===== src/rtl/regfile_mp.sv =====
`default_nettype none
// ============================================================================
//  Module      : regfile_mp
//  Description : Parametrised multi-port integer register file with optional
//                same-cycle write-to-read bypass, optional hardwired-zero r0
//                and a per-register busy scoreboard for in-flight writebacks.
//  Revision    : 1.0 - initial release
// ============================================================================
module regfile_mp #(
    parameter int XLEN    = 32,
    parameter int NREG    = 32,
    parameter int NRP     = 2,
    parameter int NWP     = 1,
    parameter int ZERO_R0 = 1,
    parameter int BYPASS  = 1,
    localparam int AW     = $clog2(NREG)
) (
    input  logic                  i_clk,
    input  logic                  i_rst,
    input  logic [NWP-1:0]        i_wen,
    input  logic [NWP*AW-1:0]     i_waddr,
    input  logic [NWP*XLEN-1:0]   i_wdata,
    input  logic [NRP*AW-1:0]     i_raddr,
    output logic [NRP*XLEN-1:0]   o_rdata,
    output logic [NRP-1:0]        o_rbusy,
    input  logic                  i_rsv_en,
    input  logic [AW-1:0]         i_rsv_addr,
    output logic [NREG-1:0]       o_busy
);

    // Current contents of every register and its busy flag, gathered from
    // the per-register storage below so the read ports can index them.
    logic [NREG-1:0][XLEN-1:0] w_regs;
    logic [NREG-1:0]           w_busy;

    for (genvar i = 0; i < NREG; i++) begin : g_reg
        if ((ZERO_R0 != 0) && (i == 0)) begin : g_hardwired
            // r0 has no storage at all: writes and reservations simply vanish.
            assign w_regs[i] = '0;
            assign w_busy[i] = 1'b0;
        end else begin : g_storage
            logic            w_we;
            logic [XLEN-1:0] w_wd;
            logic            w_rsv_hit;
            logic [XLEN-1:0] r_q;
            logic            r_busy;

            assign w_rsv_hit = i_rsv_en && (i_rsv_addr == AW'(i));

            // Select the write aimed at this register; higher ports override lower ones.
            always_comb begin
                w_we = 1'b0;
                w_wd = '0;
                for (int k = 0; k < NWP; k++) begin
                    if (i_wen[k] && (i_waddr[k*AW +: AW] == AW'(i))) begin
                        w_we = 1'b1;
                        w_wd = i_wdata[k*XLEN +: XLEN];
                    end
                end
            end

            // Register storage and busy flag; a same-edge reserve beats the
            // clearing writeback because a younger instruction now owns it.
            always_ff @(posedge i_clk or posedge i_rst) begin
                if (i_rst) begin
                    r_q    <= '0;
                    r_busy <= 1'b0;
                end else begin
                    if (w_we) begin
                        r_q <= w_wd;
                    end
                    if (w_rsv_hit) begin
                        r_busy <= 1'b1;
                    end else if (w_we) begin
                        r_busy <= 1'b0;
                    end
                end
            end

            assign w_regs[i] = r_q;
            assign w_busy[i] = r_busy;
        end
    end

    for (genvar k = 0; k < NRP; k++) begin : g_rd
        logic [AW-1:0]   w_ra;
        logic [XLEN-1:0] w_val;

        assign w_ra = i_raddr[k*AW +: AW];

        // Read mux with optional bypass of the winning same-cycle write;
        // r0 and reset force zero regardless of what is being written.
        always_comb begin
            w_val = w_regs[w_ra];
            if (BYPASS != 0) begin
                for (int j = 0; j < NWP; j++) begin
                    if (i_wen[j] && (i_waddr[j*AW +: AW] == w_ra)) begin
                        w_val = i_wdata[j*XLEN +: XLEN];
                    end
                end
            end
            if (((ZERO_R0 != 0) && (w_ra == '0)) || i_rst) begin
                w_val = '0;
            end
        end

        assign o_rdata[k*XLEN +: XLEN] = w_val;
        // Busy reflects registered state only; reservations are not bypassed.
        assign o_rbusy[k]              = w_busy[w_ra] & ~i_rst;
    end

    assign o_busy = w_busy;

endmodule
`default_nettype wire

===== config.mk =====
export PLATFORM = sky130hd
export DESIGN_NAME = regfile_mp
export DESIGN_NICKNAME = d
export VERILOG_FILES = /design/src/rtl/regfile_mp.sv
export SDC_FILE = /design/constraint.sdc
export NUM_CORES = 2
export LEC_CHECK = 0
export ABC_AREA = 1
export CAP_MARGIN = 20
export CORE_ASPECT_RATIO = 1.1
export CORE_MARGIN = 5
export CORE_UTILIZATION = 25
export CTS_BUF_LIST = sky130_fd_sc_hd__clkbuf_8
export DETAILED_ROUTE_END_ITERATION = 6
export MAX_ROUTING_LAYER = met4
export PLACE_DENSITY_LB_ADDON = 0.05
export SETUP_SLACK_MARGIN = 0.02
export SYNTH_ARGS = -nofsm -noshare
export SYNTH_HDL_FRONTEND = slang
export SYNTH_SLANG_ARGS = --single-unit

===== constraint.sdc =====
create_clock -name i_clk -period 41 [get_ports i_clk]
set_clock_uncertainty 0.05 [all_clocks]
set_input_delay 4.1 -clock i_clk [delete_from_list [all_inputs] [get_ports i_clk]]
set_output_delay 4.1 -clock i_clk [all_outputs]
set_load 0.02 [all_outputs]

* After elaboration in Yosys (flattened, before gate mapping)
Index checks and enable logic that the tools add are counted.
Word-level totals: flip-flop bits (word level) 1023, output and inout bits 98, word-level logic and storage cells 366, input port bits 56
Operators by class: reductions and logical operators 99, equality and inequality tests 64, order comparisons 2, muxes and demuxes 136, bitwise operators 3
Operators with widths (count):
- 32-bit two-way mux | 37
- 32-bit binary-select mux with 5-bit select | 2
- 5-bit == test, second input constant | 32
- 1-bit two-way mux | 95
- 5-bit by 4-bit == test with 1-bit output, second input constant | 16
- 1-bit logical AND | 64
- 2-bit nonzero test | 31
- 5-bit by 3-bit == test with 1-bit output, second input constant | 8
- 5-bit by 2-bit == test with 1-bit output, second input constant | 4
- 5-bit by 6-bit less-than comparator with 1-bit output, second input constant | 2
- 1-bit binary-select mux with 5-bit select | 2
- 5-bit by 1-bit == test with 1-bit output, second input constant | 2
- 5-bit == test | 2
- 5-bit zero test | 2
- 1-bit bitwise AND | 2
- 1-bit logical OR | 2
- 1-bit NOT | 1

* Longest topological paths before layout
word-level depth 5, depth in mapped cells 13, depth with buffers taken out 10

* Worst setup path after synthesis
OpenSTA, ideal clock, no wires.
kind input to output, from input i_rst, to output o_rdata[11], setup slack 7.166 ns, stages on the path 6, buffers on the path 1, arrival 29.684 ns, cell sequence inv_1 nand2_1 inv_1 clkbuf_1 o21ai_0 a21oi_1
On the way: longest elaborated chain between the ends 2
Ends and longest elaborated chain:
- start, declared | RTL line 19 | input logic i_rst,
- 1-bit logical OR | RTL line 102 | if (((ZERO_R0 != 0) && (w_ra == '0)) || i_rst) begin
- 32-bit two-way mux | RTL line 102
- end, declared | RTL line 24 | output logic [NRP*XLEN-1:0] o_rdata,
No other way between the ends.

* Worst setup path after layout
from input i_raddr[0], to output o_rdata[8]
On the way: longest elaborated chain between the ends 4
Ends and longest elaborated chain:
- start, declared | RTL line 23 | input logic [NRP*AW-1:0] i_raddr,
- 32-bit binary-select mux with 5-bit select / 5-bit == test (equally long branches) | RTL line 94, 97
- 32-bit two-way mux (not written as such) / 1-bit logical AND (equally long branches) | RTL line 94, 97
- 32-bit two-way mux | RTL line 97 | if (i_wen[j] && (i_waddr[j*AW +: AW] == w_ra)) begin
- 32-bit two-way mux * | RTL line 102
Mark *: on every way between the ends. The rest lies on a longest branch, timed or not. The select of a mux whose other input is x is not followed.

==> results.cfg <==
[placed_design]
place_area_mm2 = 0.0641
gp_congestion = 0.812
port_buffers = 152
hpwlAfterDp_um = 186000

[logic_synthesis]
yosys.area.top_type = dfrtp_1
synthTopCellsByArea = dfrtp_1 (42%), nand2_1 (19%), nand3_1 (13%)
syn_nets = 9177
dominantRegCellSynth = dfrtp_1
synth_top_area_share_pct = 42.3
yosysMostFrequentCell = nand2_1
async_flop_share_pct = 100
yosysWarnings = 0
yosys-top-cells-count = nand2_1 (3125), nand3_1 (1552), dfrtp_1 (1023)
synthCells = 9121
synth-edff-count = 0
synth_seq_cells = 1023
ys_seq_area_share_pct = 42.3
syn_avg_cell_area_um2 = 6.63
synth_area_mm2 = 0.0605
synthDistinctLibCells = 30

[die]
start_util_pct = 25.1
design.core.area_mm2 = 0.241
dieHeight_um = 526
dieArea_mm2 = 0.252
num_rows = 189
die_x_um = 479
ios = 154

[global_route]
grt_util_all_layers_pct = 26.2
busiest_layer = met2
grt_antenna_before_repair = 4
grt_overflow = 0
grt_pass1_wl_um = 468000
met1_usage_pct = 33.9
grt_pass1_vias = 59400
use_met3_pct = 2.58
grt_max_degree = 153
grtUsageMet2_pct = 42.8

[route]
dr.pass1.iters = 6
route.final.wire_length_um = 330000
ant_nets = 0
vias_per_cell = 5.05
vias = 61600
wire_per_inst_um = 27.0
drtIter0Drc = 6169
drc_errors = 0

[clock_network]
cts_resized = 0
cts.root.buffer_cell = clkbuf_8
cts_tree = yes
numCtsBuffers = 219
hold_buffers = 0
htree_levels = 4
ctsLongestPathBuffers = 4
numClockSinks = 1023
clock_latency_ps = 970
cts.clk_slew.worst_paths_ps = 60
cts_setup_buffers = 0

[sta]
fmax_mhz = 77.2
period_needed_ps = 12950
post-route-period-util_pct = 31.6
setup_violations = 0
tightest_slew_ps = 1140
whs_ps = 453
fin_setup_tns_ps = 0
rsz0062_at_grt = false
hold_viol = 0
slew_viol_final = 0
relSlewSlack_pct = 23.8

[setup_path]
path_common_cell = nand3_1
slowest_stage = buf_4
slowest_delay_ps = 890
crit_family = buffers and inverters
worstPathCellList = buf_8 -> inv_8 -> buf_4 -> buf_4 -> buf_4 -> nand2_1 -> nand3_1 -> nand3_1 -> nand3_1 -> nand3_1 -> nand2_1 -> a21oi_1 -> clkdlybuf4s50_1
path_buf_inv = 6
crit_required_ps = 36850
critPathLaunchType = primary input
worstPathMaxFanout = 68
critPathCaptureType = primary output
crit_type = primary input to primary output
worstPathArrival_ps = 8800

[cells_and_area]
synthToLayoutAreaGrowth_pct = 13.0
fin_area_mm2 = 0.0684
drive_gt1_share_pct = 6.40
nNetsFinal = 8948

[min_path]
hp-class = flop to flop

[run_status]
status = finished, final reports clean

[job]
cap_violations = 0

[power_and_ir_drop]
max-vdd-ir-drop_mv = 0.0244
power.leakage_nw = 32.2
p_per_area_mw_per_mm2 = 48.0
-- where the power goes --
part           total (mW)  internal (mW)  switching [mW]
clock network        1.14          0.607           0.531
registers            1.35           1.23           0.113
logic               0.797          0.248           0.549
total                3.28           2.09            1.19
-- stage by stage --
stage                     setup WS (ps)  utilization (%)  std cells  power [mW]
after global placement            28180             26.6      11800        2.16
after global routing              27910             28.4      12200        3.49
final                             28050             28.4      12200        3.28
after floorplan                    7170                -       9121        1.88
after detailed placement          28110             26.6      11800        2.16
after CTS                         28120             28.4      12200        3.32
-- cell usage in the layout, fill, tap and decap left out --
cell type / count
buf_12: 11
inv_2: 24
o21ai_0: 989
nor2_8: 1
clkinv_2: 20
nand3_1: 1550
o21ai_2: 8
buf_4: 159
a21oi_1: 236
o32ai_1: 1
a22o_1: 7
clkinv_1: 1
clkdlybuf4s50_1: 142
clkinvlp_4: 3
inv_8: 5
nor2_4: 33
conb_1: 1
or2_2: 24
inv_6: 3
inv_4: 4
nor3_1: 25
diode_2: 3
bufinv_16: 4
nand2_1: 3125
clkbuf_8: 270
nor2_1: 372
nand2_2: 1
o21ai_1: 58
nand4_1: 1
inv_1: 928
nand3_4: 2
buf_8: 4
dfrtp_1: 1023
o22ai_1: 5
buf_16: 2
o41ai_4: 1
xor2_1: 2
-- worst min-delay path: cells and delay by family (launching register included) --
family             cells  cell delay (ps)
and+or+nand+nor        1               50
DFF                    1              350
AOI/OAI and AO/OA      1               60
-- cells by family after synthesis --
| logic type | after synthesis | synth area share, % |
|---|---|---|
| AOI/OAI and AO/OA | 1305 | 10.9 |
| xor gates and xnor gates | 2 | 0.0290 |
| buffers and inverters | 1656 | 11.3 |
| DFF | 1023 | 42.3 |
| other | 1 | 0.00620 |
| and+or+nand+nor | 5134 | 35.4 |
-- worst paths after layout --
check | slack (ps) | end | depth (start not counted) | start
worst max-delay path | 28050 | o_rdata[8] | 13 | i_raddr[0]
worst min-delay path | 450 | g_reg[28].g_storage.r_q[0]$_DFFE_PP0P_ | 2 | g_reg[28].g_storage.r_q[0]$_DFFE_PP0P_
worst max register to register | 39730 | g_reg[3].g_storage.r_busy$_DFFE_PP0P_ | 2 | g_reg[3].g_storage.r_busy$_DFFE_PP0P_
worst min register to register | 450 | g_reg[28].g_storage.r_q[0]$_DFFE_PP0P_ | 2 | g_reg[28].g_storage.r_q[0]$_DFFE_PP0P_
max in group asynchronous | 33880 | g_reg[29].g_storage.r_q[7]$_DFFE_PP0P_ | 6 | i_rst
min in group asynchronous | 3530 | g_reg[5].g_storage.r_q[28]$_DFFE_PP0P_ | 2 | i_rst
-- layout make-up --
class / instances / area (um2)
Antenna cell: 3 / 7.51
Sequential cell: 1023 / 25600
Multi-Input combinational cell: 6442 / 28200
Timing Repair Buffer: 320 / 2980
Inverter: 886 / 3390
Fill cell: 26600 / 173000
Tap cell: 3151 / 3940
Clock inverter: 106 / 542
Clock buffer: 268 / 3690
-- sequential cells by signal (all words and copies together), names as in the netlist --
name                flops
g.g_storage.r_busy     31
g.g_storage.r_q       992
-- metal layers --
layer | vias up | routed length [um] | share of wire, %
met5 | - | 0 | 0
met4 | 0 | 13100 | 4.0
met3 | 558 | 16500 | 5.0
met2 | 2231 | 155000 | 47
met1 | 30400 | 145000 | 44
li1 | 28400 | - | -
No activity file was read; power rests on OpenSTA's default activity.
